## config.mk

```make
export PLATFORM = sky130hd
export DESIGN_NAME = i2c_target
export DESIGN_NICKNAME = d
export VERILOG_FILES = /design/src/rtl/i2c_target.sv
export SDC_FILE = /design/constraint.sdc
export NUM_CORES = 1
export LEC_CHECK = 0
export ABC_AREA = 0
export CAP_MARGIN = 20
export CORE_AREA = 2 2 131 133
export CTS_CLUSTER_DIAMETER = 30
export DETAILED_ROUTE_END_ITERATION = 10
export DIE_AREA = 0 0 133 135
export GPL_TIMING_DRIVEN = 0
export PLACE_DENSITY = 0.86
export SETUP_SLACK_MARGIN = 0.3
export SYNTH_ARGS = -nofsm -noshare
export SYNTH_HDL_FRONTEND = slang
export SYNTH_SLANG_ARGS = --single-unit
```

## constraint.sdc

```tcl
create_clock -name clk -period 7.8 [get_ports clk]
set_input_delay 1.17 -clock clk [delete_from_list [all_inputs] [get_ports clk]]
set_output_delay 1.17 -clock clk [all_outputs]
set_load 0.02 [all_outputs]
```

## src/rtl/i2c_target.sv

```systemverilog
// ---------------------------------------------------------------------------
// i2c_target
//
// I2C target (slave) modelling a small accelerometer-style register device.
// The master writes a register pointer, then writes or reads bytes. The
// pointer auto-increments and wraps modulo 2**REG_AW. SCL is input-only, so
// the clock is never stretched. SDA is open-drain: sda_o is tied low and
// sda_oe selects between pulling the line low and releasing it.
//
// Ports
//   clk         system clock, at least 16x the SCL frequency
//   reset_i     asynchronous active-low reset
//   scl_i       SCL line level
//   sda_i       SDA line level
//   sda_o       SDA drive value, constant 0
//   sda_oe      1 = pull SDA low
//   loc_wr_i    local register write strobe
//   loc_addr_i  local write address
//   loc_data_i  local write data
//   bus_wr_o    one-clk pulse per data byte written by the master
//   bus_addr_o  register address of that write
//   bus_data_o  data of that write
//   busy_o      high from address match until STOP, NACK or mismatch
// ---------------------------------------------------------------------------
module i2c_target #(
    parameter logic [6:0] SLAVE_ADDR = 7'h1D,
    parameter int         REG_AW     = 4,
    parameter logic [7:0] RESET_VAL  = 8'h00
) (
    input  logic              clk,
    input  logic              reset_i,
    input  logic              scl_i,
    input  logic              sda_i,
    output logic              sda_o,
    output logic              sda_oe,
    input  logic              loc_wr_i,
    input  logic [REG_AW-1:0] loc_addr_i,
    input  logic [7:0]        loc_data_i,
    output logic              bus_wr_o,
    output logic [REG_AW-1:0] bus_addr_o,
    output logic [7:0]        bus_data_o,
    output logic              busy_o
);

    localparam int NREGS = 1 << REG_AW;
    localparam logic [REG_AW-1:0] PTR_ONE = 1;

    localparam logic [2:0] ST_IDLE     = 3'd0;
    localparam logic [2:0] ST_ADDR     = 3'd1;
    localparam logic [2:0] ST_ACK_ADDR = 3'd2;
    localparam logic [2:0] ST_RX_PTR   = 3'd3;
    localparam logic [2:0] ST_RX_DATA  = 3'd4;
    localparam logic [2:0] ST_ACK_RX   = 3'd5;
    localparam logic [2:0] ST_TX       = 3'd6;
    localparam logic [2:0] ST_RX_ACK   = 3'd7;

    // ---------------------------------------------------------------------
    // Input synchronizers and edge detection
    // ---------------------------------------------------------------------
    logic scl_s1, scl_s2, scl_q;
    logic sda_s1, sda_s2, sda_q;

    // Reset to 1 so an idle (pulled-up) bus produces no edges after reset.
    // NOTE: sequential state always uses non-blocking assignments so every
    // flop samples the pre-edge value of the others, like real hardware.
    always_ff @(posedge clk or negedge reset_i) begin
        if (!reset_i) begin
            scl_s1 <= 1'b1;
            scl_s2 <= 1'b1;
            scl_q  <= 1'b1;
            sda_s1 <= 1'b1;
            sda_s2 <= 1'b1;
            sda_q  <= 1'b1;
        end else begin
            scl_s1 <= scl_i;
            scl_s2 <= scl_s1;
            scl_q  <= scl_s2;
            sda_s1 <= sda_i;
            sda_s2 <= sda_s1;
            sda_q  <= sda_s2;
        end
    end

    logic scl_rise, scl_fall, start_det, stop_det;

    assign scl_rise  = scl_s2 & ~scl_q;
    assign scl_fall  = ~scl_s2 & scl_q;
    // SDA may only change while SCL is low; a change with SCL held high on
    // both samples is a bus condition, not data.
    assign start_det = scl_s2 & scl_q & sda_q & ~sda_s2;
    assign stop_det  = scl_s2 & scl_q & ~sda_q & sda_s2;

    // ---------------------------------------------------------------------
    // Protocol state
    // ---------------------------------------------------------------------
    logic [2:0]        state;
    logic [3:0]        bit_cnt;
    logic [6:0]        shift_in;
    logic [7:0]        tx_sh;
    logic [REG_AW-1:0] ptr;
    logic              rw;
    logic              ack_on;

    logic [7:0]        regs [NREGS];
    logic [7:0]        in_byte;
    logic [7:0]        rd_byte;
    logic [7:0]        next_rd_byte;
    logic              bus_we;
    logic              last_bit;

    // Byte as it will look once the bit on the current SCL rise is included.
    assign in_byte      = {shift_in, sda_s2};
    assign rd_byte      = regs[ptr];
    assign next_rd_byte = regs[ptr + PTR_ONE];
    assign last_bit     = (bit_cnt == 4'd7);
    assign bus_we       = (state == ST_RX_DATA) && scl_rise && last_bit;

    assign sda_o = 1'b0;

    always_ff @(posedge clk or negedge reset_i) begin
        if (!reset_i) begin
            state      <= ST_IDLE;
            bit_cnt    <= 4'd0;
            shift_in   <= 7'd0;
            tx_sh      <= 8'd0;
            ptr        <= '0;
            rw         <= 1'b0;
            ack_on     <= 1'b0;
            sda_oe     <= 1'b0;
            busy_o     <= 1'b0;
            bus_wr_o   <= 1'b0;
            bus_addr_o <= '0;
            bus_data_o <= 8'd0;
        end else begin
            bus_wr_o <= 1'b0;

            if (start_det) begin
                // Repeated START aborts the byte in flight; ptr is kept so
                // a combined write-pointer/read sequence works.
                state   <= ST_ADDR;
                bit_cnt <= 4'd0;
                ack_on  <= 1'b0;
                sda_oe  <= 1'b0;
            end else if (stop_det) begin
                state  <= ST_IDLE;
                ack_on <= 1'b0;
                sda_oe <= 1'b0;
                busy_o <= 1'b0;
            end else begin
                case (state)
                    ST_IDLE: begin
                        // Only a START leaves IDLE.
                    end

                    ST_ADDR: begin
                        if (scl_rise) begin
                            shift_in <= in_byte[6:0];
                            if (last_bit) begin
                                // General call (address 0) is never acknowledged.
                                if (in_byte[7:1] == SLAVE_ADDR && in_byte[7:1] != 7'd0) begin
                                    state  <= ST_ACK_ADDR;
                                    rw     <= in_byte[0];
                                    ack_on <= 1'b0;
                                    busy_o <= 1'b1;
                                end else begin
                                    state  <= ST_IDLE;
                                    busy_o <= 1'b0;
                                end
                            end else begin
                                bit_cnt <= bit_cnt + 4'd1;
                            end
                        end
                    end

                    ST_ACK_ADDR: begin
                        // First fall: pull SDA for the ACK slot.
                        // Second fall: end of the ACK slot.
                        if (scl_fall) begin
                            if (!ack_on) begin
                                sda_oe <= 1'b1;
                                ack_on <= 1'b1;
                            end else begin
                                ack_on <= 1'b0;
                                if (rw) begin
                                    // The ACK slot ends on the same fall the
                                    // first data bit must appear, so MSB is
                                    // driven straight from the loaded byte.
                                    tx_sh   <= {rd_byte[6:0], 1'b0};
                                    sda_oe  <= ~rd_byte[7];
                                    bit_cnt <= 4'd1;
                                    state   <= ST_TX;
                                end else begin
                                    sda_oe  <= 1'b0;
                                    bit_cnt <= 4'd0;
                                    state   <= ST_RX_PTR;
                                end
                            end
                        end
                    end

                    ST_RX_PTR: begin
                        if (scl_rise) begin
                            shift_in <= in_byte[6:0];
                            if (last_bit) begin
                                ptr    <= in_byte[REG_AW-1:0];
                                ack_on <= 1'b0;
                                state  <= ST_ACK_RX;
                            end else begin
                                bit_cnt <= bit_cnt + 4'd1;
                            end
                        end
                    end

                    ST_RX_DATA: begin
                        if (scl_rise) begin
                            shift_in <= in_byte[6:0];
                            if (last_bit) begin
                                bus_wr_o   <= 1'b1;
                                bus_addr_o <= ptr;
                                bus_data_o <= in_byte;
                                ptr        <= ptr + PTR_ONE;
                                ack_on     <= 1'b0;
                                state      <= ST_ACK_RX;
                            end else begin
                                bit_cnt <= bit_cnt + 4'd1;
                            end
                        end
                    end

                    ST_ACK_RX: begin
                        if (scl_fall) begin
                            if (!ack_on) begin
                                sda_oe <= 1'b1;
                                ack_on <= 1'b1;
                            end else begin
                                sda_oe  <= 1'b0;
                                ack_on  <= 1'b0;
                                bit_cnt <= 4'd0;
                                state   <= ST_RX_DATA;
                            end
                        end
                    end

                    ST_TX: begin
                        if (scl_fall) begin
                            if (bit_cnt == 4'd8) begin
                                sda_oe <= 1'b0;
                                state  <= ST_RX_ACK;
                            end else begin
                                sda_oe  <= ~tx_sh[7];
                                tx_sh   <= {tx_sh[6:0], 1'b0};
                                bit_cnt <= bit_cnt + 4'd1;
                            end
                        end
                    end

                    ST_RX_ACK: begin
                        if (scl_rise) begin
                            if (!sda_s2) begin
                                // Master ACK: capture the next byte now so a
                                // later local write cannot disturb it.
                                ptr     <= ptr + PTR_ONE;
                                tx_sh   <= next_rd_byte;
                                bit_cnt <= 4'd0;
                                state   <= ST_TX;
                            end else begin
                                busy_o <= 1'b0;
                                state  <= ST_IDLE;
                            end
                        end
                    end

                    default: state <= ST_IDLE;
                endcase
            end
        end
    end

    // ---------------------------------------------------------------------
    // Register file
    // ---------------------------------------------------------------------
    // NOTE: the register file is reset because the device must read back
    // RESET_VAL after reset; memories without that need are left unreset.
    always_ff @(posedge clk or negedge reset_i) begin
        if (!reset_i) begin
            for (int i = 0; i < NREGS; i++) begin
                regs[i] <= RESET_VAL;
            end
        end else begin
            if (loc_wr_i) begin
                regs[loc_addr_i] <= loc_data_i;
            end
            // Placed after the local write so it wins on an address clash.
            if (bus_we) begin
                regs[ptr] <= in_byte;
            end
        end
    end

endmodule

```

==> impl_metrics.json, run 1 <==
{
  "p_leak_nw": 5.15,
  "ant_nets": 0,
  "fp.dieH_um": 135,
  "path_max_fanout": 10,
  "outcome": "completed",
  "cts_tree": "done",
  "grt_pass1_vias": 9197,
  "ys_ff_latch": 177,
  "initial_core_util_pct": 67.6,
  "combPwrFrac_pct": 20.9,
  "fin_setup_tns_ns": 0,
  "postSynthCellCount": 1058,
  "row_count": 47,
  "async_flop_share_pct": 100,
  "grt-ovfl-total": 0,
  "drive_gt1_share_pct": 19.3,
  "avgRoutedWirePerCell_um": 26.3,
  "hold_viol": 0,
  "synth_edf_count": 0,
  "min_period_over_period_pct": 53.6,
  "synthFlopType": "dfrtp_1",
  "hold_slack_ns": 0.365,
  "powerDensity_mw_per_mm2": 218,
  "clk_latency_ns": 0.45,
  "synthAdderAreaFrac_pct": 0.677,
  "setup.worst_path.end_class": "flop",
  "final_cells": 1340,
  "synth_top_family_by_area": "multiplexers",
  "cts-hold-fix-buffers": 0,
  "critPathKind": "reg2reg",
  "drtIter0Drc": 1328,
  "layout_commonest_cell": "dfrtp_1",
  "die_w_um": 133,
  "worst_slack_ns": 3.62,
  "nets": 1130,
  "postRouteWirelength_um": 35300,
  "tightest_slew_ns": 1.08,
  "syn_area_mm2": 0.0111,
  "ioPinCount": 33,
  "rsz0062_at_grt": "false",
  "fill_cells": 1123,
  "cts-root-buf": "clkbuf_16",
  "cp-start-kind": "flop",
  "place_congestion": 1.05,
  "fin_worst_skew_ns": 0.0103,
  "seqPwrFrac_pct": 46.4,
  "vdd_drop_max_mv": 0.175,
  "switching_share_pct": 33.8,
  "grt_pass1_wl_um": 54900,
  "vias_per_cell": 7.05,
  "clock_power_share_pct": 32.7,
  "grt_max_degree": 123,
  "coreArea_mm2": 0.0164,
  "area_growth_syn_to_layout_pct": 10.7,
  "synth_compound_area_share_pct": 13.4,
  "postCtsSetupRepairBufs": 0,
  "h-tree-depth": 4,
  "fin_crit_ns": 4.18,
  "yosysUniqueCellTypes": 68,
  "place_ws_ns": 3.79,
  "avgSynthCellArea_um2": 10.5,
  "diodes": 0,
  "synthMuxAreaShare_pct": 27.1,
  "ys_seq_area_share_pct": 40.0,
  "final_cell_mix": "171 x dfrtp_1, 166 x mux2i_1, 150 x nor2_1",
  "dieArea_mm2": 0.0180,
  "post_cts_resized": 0,
  "finalMaxSlewViolations": 0,
  "dp_hpwl_um": 24800,
  "synthXorXnorAreaFrac_pct": 0.304,
  "yosys.area_share.simple_pct": 13.7,
  "yosys_warnings": 0,
  "port_buffers": 29,
  "max_clock_freq_mhz": 239,
  "post-route-cell-area_mm2": 0.0123,
  "required_ns": 8.14,
  "maxCapViolCount": 0,
  "p_int_mw": 1.77,
  "grt_usage_pct": 41.2,
  "dp_cells": 1308,
  "route.vias.total": 9451,
  "cts_buffers": 17,
  "drc": 0,
  "cts.sinks": 177,
  "worstPathArrival_ns": 4.52,
  "syn_nets": 1081,
  "antenna_found_initial": 0,
  "clockBufferDepth": 2,
  "finalSetupViolCount": 0,
  "dr.pass1.iters": 6,
  "switchingPower_mw": 0.904,
  "place_area_mm2": 0.0117,
  "clkTransAtPathRegs_ns": 0.08,
  "reg2reg_slack_ns": 3.62,
  "hp-class": "reg2reg",
  "relSlewSlack_pct": 27.9
}
power groups by stage:
stage	sequential (mW)	clock (mW)	combinational, mW
global placement	1.23	0	0.515
detailed placement	1.24	0	0.536
finish	1.24	0.875	0.558
global route	1.25	0.907	0.595
floorplan	1.18	0	0.377
CTS	1.23	0.867	0.540
worst max-delay path, cell delays in order, from the launching register on:
cell and delay [ns]:
dfrtp_1 0.48, buf_2 0.43, clkbuf_1 0.53, inv_1 0.18
ha_1 0.32, buf_2 0.22, buf_2 0.41, mux4_2 0.60
mux2i_1 0.36, o22ai_1 0.16, o32a_1 0.37
cell families (layout without fill, tap and decap cells):
kind of cell    count (synthesis)  count (layout)
buf+inv                        97             159
xor+xnor                        3               3
flops                         177             177
mux                           235             235
simple gates                  303             303
compound gates                236             236
fa+ha+maj                       6               6
other cells                     1               1
flip-flops by register name, indices dropped and copies added (netlist names):
signal	count
scl_s2	1
scl_q	1
scl_s1	1
bus_data_o	8
tx_sh	8
busy_o	1
ptr	4
ack_on	1
state	3
sda_q	1
regs	128
bit_cnt	4
sda_s1	1
bus_addr_o	4
shift_in	7
rw	1
sda_oe	1
bus_wr_o	1
sda_s2	1
cell type report:
class | instances | area (um2) | area share (%)
sequential | 177 | 4440 | 36.1
buffer | 88 | 504 | 4.10
timing repair buffer | 30 | 323 | 2.63
tap | 220 | 275 | 2.24
clock buffer | 17 | 425 | 3.46
inverter | 9 | 33.8 | 0.275
multi-input combinational | 784 | 6120 | 49.8
clock inverter | 15 | 168 | 1.36
per-layer routing:
layer  routed length [um]  track usage [%]  vias up
met3                 4150             9.76      134
met5                    0                0        -
met4                 1600             17.4        0
met1                13800             58.0     4659
met2                15800             61.9      708
li1                     -                -     3950
worst paths after layout:
path                            cells after the start  startpoint         to
max in group asynchronous                           2     reset_i   regs[25]
worst max register to register                     10      ptr[1]   tx_sh[6]
worst min register to register                      0      scl_s1     scl_s2
min in group asynchronous                           1     reset_i  regs[113]
worst max-delay path                               10      ptr[1]   tx_sh[6]
worst min-delay path                                0      scl_s1     scl_s2
stage by stage:
stage,utilization [%],total power [mW]
final,74.9,2.67
after global routing,74.9,2.75
after CTS,74.9,2.63
after detailed placement,71.3,1.78
after global placement,71.1,1.75
after floorplan,-,1.56
cells in the mapped netlist (2+ instances only):
cell | instances | share of area [%]
dfrtp_1 | 171 | 39
mux2i_1 | 166 | 15
nor2_1 | 150 | 5.1
a21oi_1 | 111 | 5.0
mux4_2 | 50 | 10
nand2_1 | 47 | 1.6
clkbuf_1 | 38 | 1.3
a21oi_2 | 33 | 2.6
o21ai_0 | 30 | 1.4
mux2_2 | 18 | 1.8
buf_2 | 16 | 0.72
buf_6 | 16 | 1.6
a22oi_1 | 15 | 1.0
nor2b_1 | 15 | 0.85
nand3_1 | 12 | 0.54
buf_1 | 9 | 0.30
buf_4 | 9 | 0.61
o22ai_1 | 9 | 0.51
a211oi_1 | 8 | 0.54
inv_1 | 8 | 0.27
nand2_2 | 8 | 0.45
nand2b_1 | 8 | 0.45
nor2_2 | 8 | 0.45
nand3b_1 | 7 | 0.47
o32a_1 | 7 | 0.63
dfstp_2 | 6 | 1.4
ha_1 | 6 | 0.68
nand3_4 | 6 | 0.95
nor3_1 | 6 | 0.27
o21ai_1 | 5 | 0.23
or3_1 | 5 | 0.28
and2_1 | 4 | 0.23
nand4_1 | 4 | 0.23
and3_1 | 3 | 0.17
nand4b_1 | 3 | 0.24
nor3b_1 | 3 | 0.20
a211o_1 | 2 | 0.16
a221oi_1 | 2 | 0.16
a311oi_1 | 2 | 0.16
and2b_1 | 2 | 0.14
o2bb2ai_1 | 2 | 0.16
xor2_1 | 2 | 0.16
Note: power is estimated with default switching activity, not from simulation.
==> inputs of run 2 (changes only) <==
--- a/config.mk
+++ b/config.mk
@@ -7,12 +7,12 @@
 export LEC_CHECK = 0
 export ABC_AREA = 0
 export CAP_MARGIN = 20
-export CORE_AREA = 2 2 131 133
+export CORE_AREA = 2 2 136 138
 export CTS_CLUSTER_DIAMETER = 30
 export DETAILED_ROUTE_END_ITERATION = 10
-export DIE_AREA = 0 0 133 135
+export DIE_AREA = 0 0 138 140
 export GPL_TIMING_DRIVEN = 0
-export PLACE_DENSITY = 0.86
+export PLACE_DENSITY = 0.8
 export SETUP_SLACK_MARGIN = 0.3
 export SYNTH_ARGS = -nofsm -noshare
 export SYNTH_HDL_FRONTEND = slang
==> constraint.sdc (replaced) <==
create_clock -name clk -period 4.4 [get_ports clk]
set_input_delay 0.66 -clock clk [delete_from_list [all_inputs] [get_ports clk]]
set_output_delay 0.66 -clock clk [all_outputs]
set_load 0.02 [all_outputs]
==> run 2 against run 1 <==
Global-route usage fell by 4.4 points. Largest power group unchanged. Count of clock-buffer cells in the layout did not move. Non-clock buffer count did not move. Critical path depth did not move. Sequential share of layout area barely moved. Core utilization fell by 5.8 points. Maximum frequency rose by 9.4%. Register-to-register slack got worse by 3.0 ns.
==> impl_metrics.json, run 2 (synthesis results as in run 1) <==
{
  "outcome": "completed",
  "postRouteWirelength_um": 35100,
  "postCtsSetupRepairBufs": 0,
  "antenna_found_initial": 0,
  "cts_tree": "done",
  "initial_core_util_pct": 62.4,
  "layout_commonest_cell": "dfrtp_1",
  "required_ns": 4.73,
  "ioPinCount": 33,
  "critPathKind": "reg2reg",
  "final_util_pct": 69.1,
  "min_period_over_period_pct": 86.8,
  "grt_usage_pct": 36.8,
  "ff_latch_area_mm2": 0.00444,
  "switchingPower_mw": 1.55,
  "clockBufferDepth": 2,
  "nets": 1130,
  "hp-class": "in2async",
  "dieArea_mm2": 0.0193,
  "final_cell_mix": "171 x dfrtp_1, 166 x mux2i_1, 150 x nor2_1",
  "finalSetupViolCount": 0,
  "relSlewSlack_pct": 23.6,
  "route.vias.total": 9244,
  "largest_register_ffs": 128,
  "vias_per_cell": 6.85,
  "fp.dieH_um": 140,
  "coreArea_mm2": 0.0178,
  "finalPower_mw": 4.67,
  "p_leak_nw": 5.15,
  "place_congestion": 1.00,
  "hold_viol": 0,
  "area_growth_syn_to_layout_pct": 10.7,
  "grt_max_degree": 99,
  "maxCapViolCount": 0,
  "max_clock_freq_mhz": 262,
  "cts.sinks": 177,
  "ant_nets": 0,
  "regMostFlops": "regs",
  "drive_gt1_share_pct": 19.4,
  "path_max_fanout": 10,
  "switching_share_pct": 33.2,
  "tightest_slew_ns": 1.14,
  "dr.pass1.iters": 5,
  "diodes": 0,
  "reg_top3": "regs (128), bus_data_o (8), tx_sh (8)",
  "multi_input_area_mm2": 0.00612,
  "fin_worst_skew_ns": 0.00724,
  "p_int_mw": 3.12,
  "h-tree-depth": 4,
  "cp-start-kind": "flop",
  "drtIter0Drc": 1217,
  "fin_crit_ns": 3.82,
  "clkTransAtPathRegs_ns": 0.07,
  "grt_pass1_vias": 8795,
  "powerDensity_mw_per_mm2": 381,
  "grt-ovfl-total": 0,
  "worstPathArrival_ns": 4.15,
  "rsz0062_at_grt": "false",
  "clk_latency_ns": 0.44,
  "dp_hpwl_um": 24400,
  "row_count": 49,
  "grt_pass1_wl_um": 53900,
  "clock_power_share_pct": 32.2,
  "cts_buffers": 17,
  "fill_cells": 1387,
  "vdd_drop_max_mv": 0.300,
  "drc": 0,
  "seqPwrFrac_pct": 47.0,
  "die_w_um": 138,
  "avgRoutedWirePerCell_um": 26.0,
  "port_buffers": 29,
  "combPwrFrac_pct": 20.9,
  "cts-root-buf": "clkbuf_16",
  "setup.worst_path.end_class": "flop",
  "finalMaxSlewViolations": 0,
  "fin_setup_tns_ns": 0
}
-- run 2: changes by cell type in the layout (fill, tap and decap cells not counted) --
cell and change:
inv_8 -2, inv_6 +1, clkinv_8 -2, clkbuf_1 -1
clkbuf_2 +1, clkinv_4 +3
-- run 2: layout make-up --
class | count | area share, %
clock buffer | 17 | 3.46
timing repair buffer | 30 | 2.63
sequential | 177 | 36.1
inverter | 9 | 0.275
tap | 229 | 2.33
multi-input combinational | 784 | 49.8
buffer | 88 | 4.12
clock inverter | 15 | 1.20
-- run 2: worst max-delay path, stage by stage (launching register included) --
cell	delay (ns)
dfrtp_1	0.48
buf_2	0.41
clkbuf_2	0.36
inv_1	0.11
ha_1	0.28
buf_2	0.24
buf_2	0.40
mux4_2	0.60
mux2i_1	0.30
o22ai_1	0.16
o32a_1	0.37
-- run 2: worst paths after layout --
path / startpoint / endpoint / slack (ns) / cells after the start
max in group asynchronous: reset_i / sda_s2 / 3.27 / 2
min: reset_i / regs[118] / 0.24 / 1
min in group clk: scl_s1 / scl_s2 / 0.36 / 0
max reg2reg: ptr[1] / tx_sh[6] / 0.58 / 10
min reg2reg: scl_s1 / scl_s2 / 0.36 / 0
max: ptr[1] / tx_sh[6] / 0.58 / 10
-- run 2: what timing repair did --
action                     CTS  global route
hold endpoints to repair     0             0
setup endpoints to repair    0             5
hold buffers                 0             0
gates resized for setup      0             2
-- run 2: through the flow --
step	area (um2)	setup slack [ns]	cells	hold WS, ns
floorplan	11100	1.43	1058	0.345
global placement	11700	-4.80	1316	0.346
detailed placement	11700	0.462	1317	0.349
CTS	12300	0.451	1349	0.294
global route	12300	0.480	1349	0.328
finish	12300	0.581	1349	0.242
-- run 2: power by group through the flow --
stage          Clock, mW  Sequential [mW]  Combinational [mW]
2_1_floorplan          0             2.09               0.669
3_3_place_gp           0             2.18               0.914
3_5_place_dp           0             2.20               0.944
4_1_cts             1.50             2.17               0.950
5_1_grt             1.57             2.21                1.04
6_report            1.50             2.20               0.976
-- run 2: per-layer routing --
layer	GRT usage, %	wire length (um)	share of wire [%]
met2	56.4	16000	46
met3	9.47	4030	11
met4	13.9	1410	4.0
met5	0	0	0
met1	51.0	13700	39
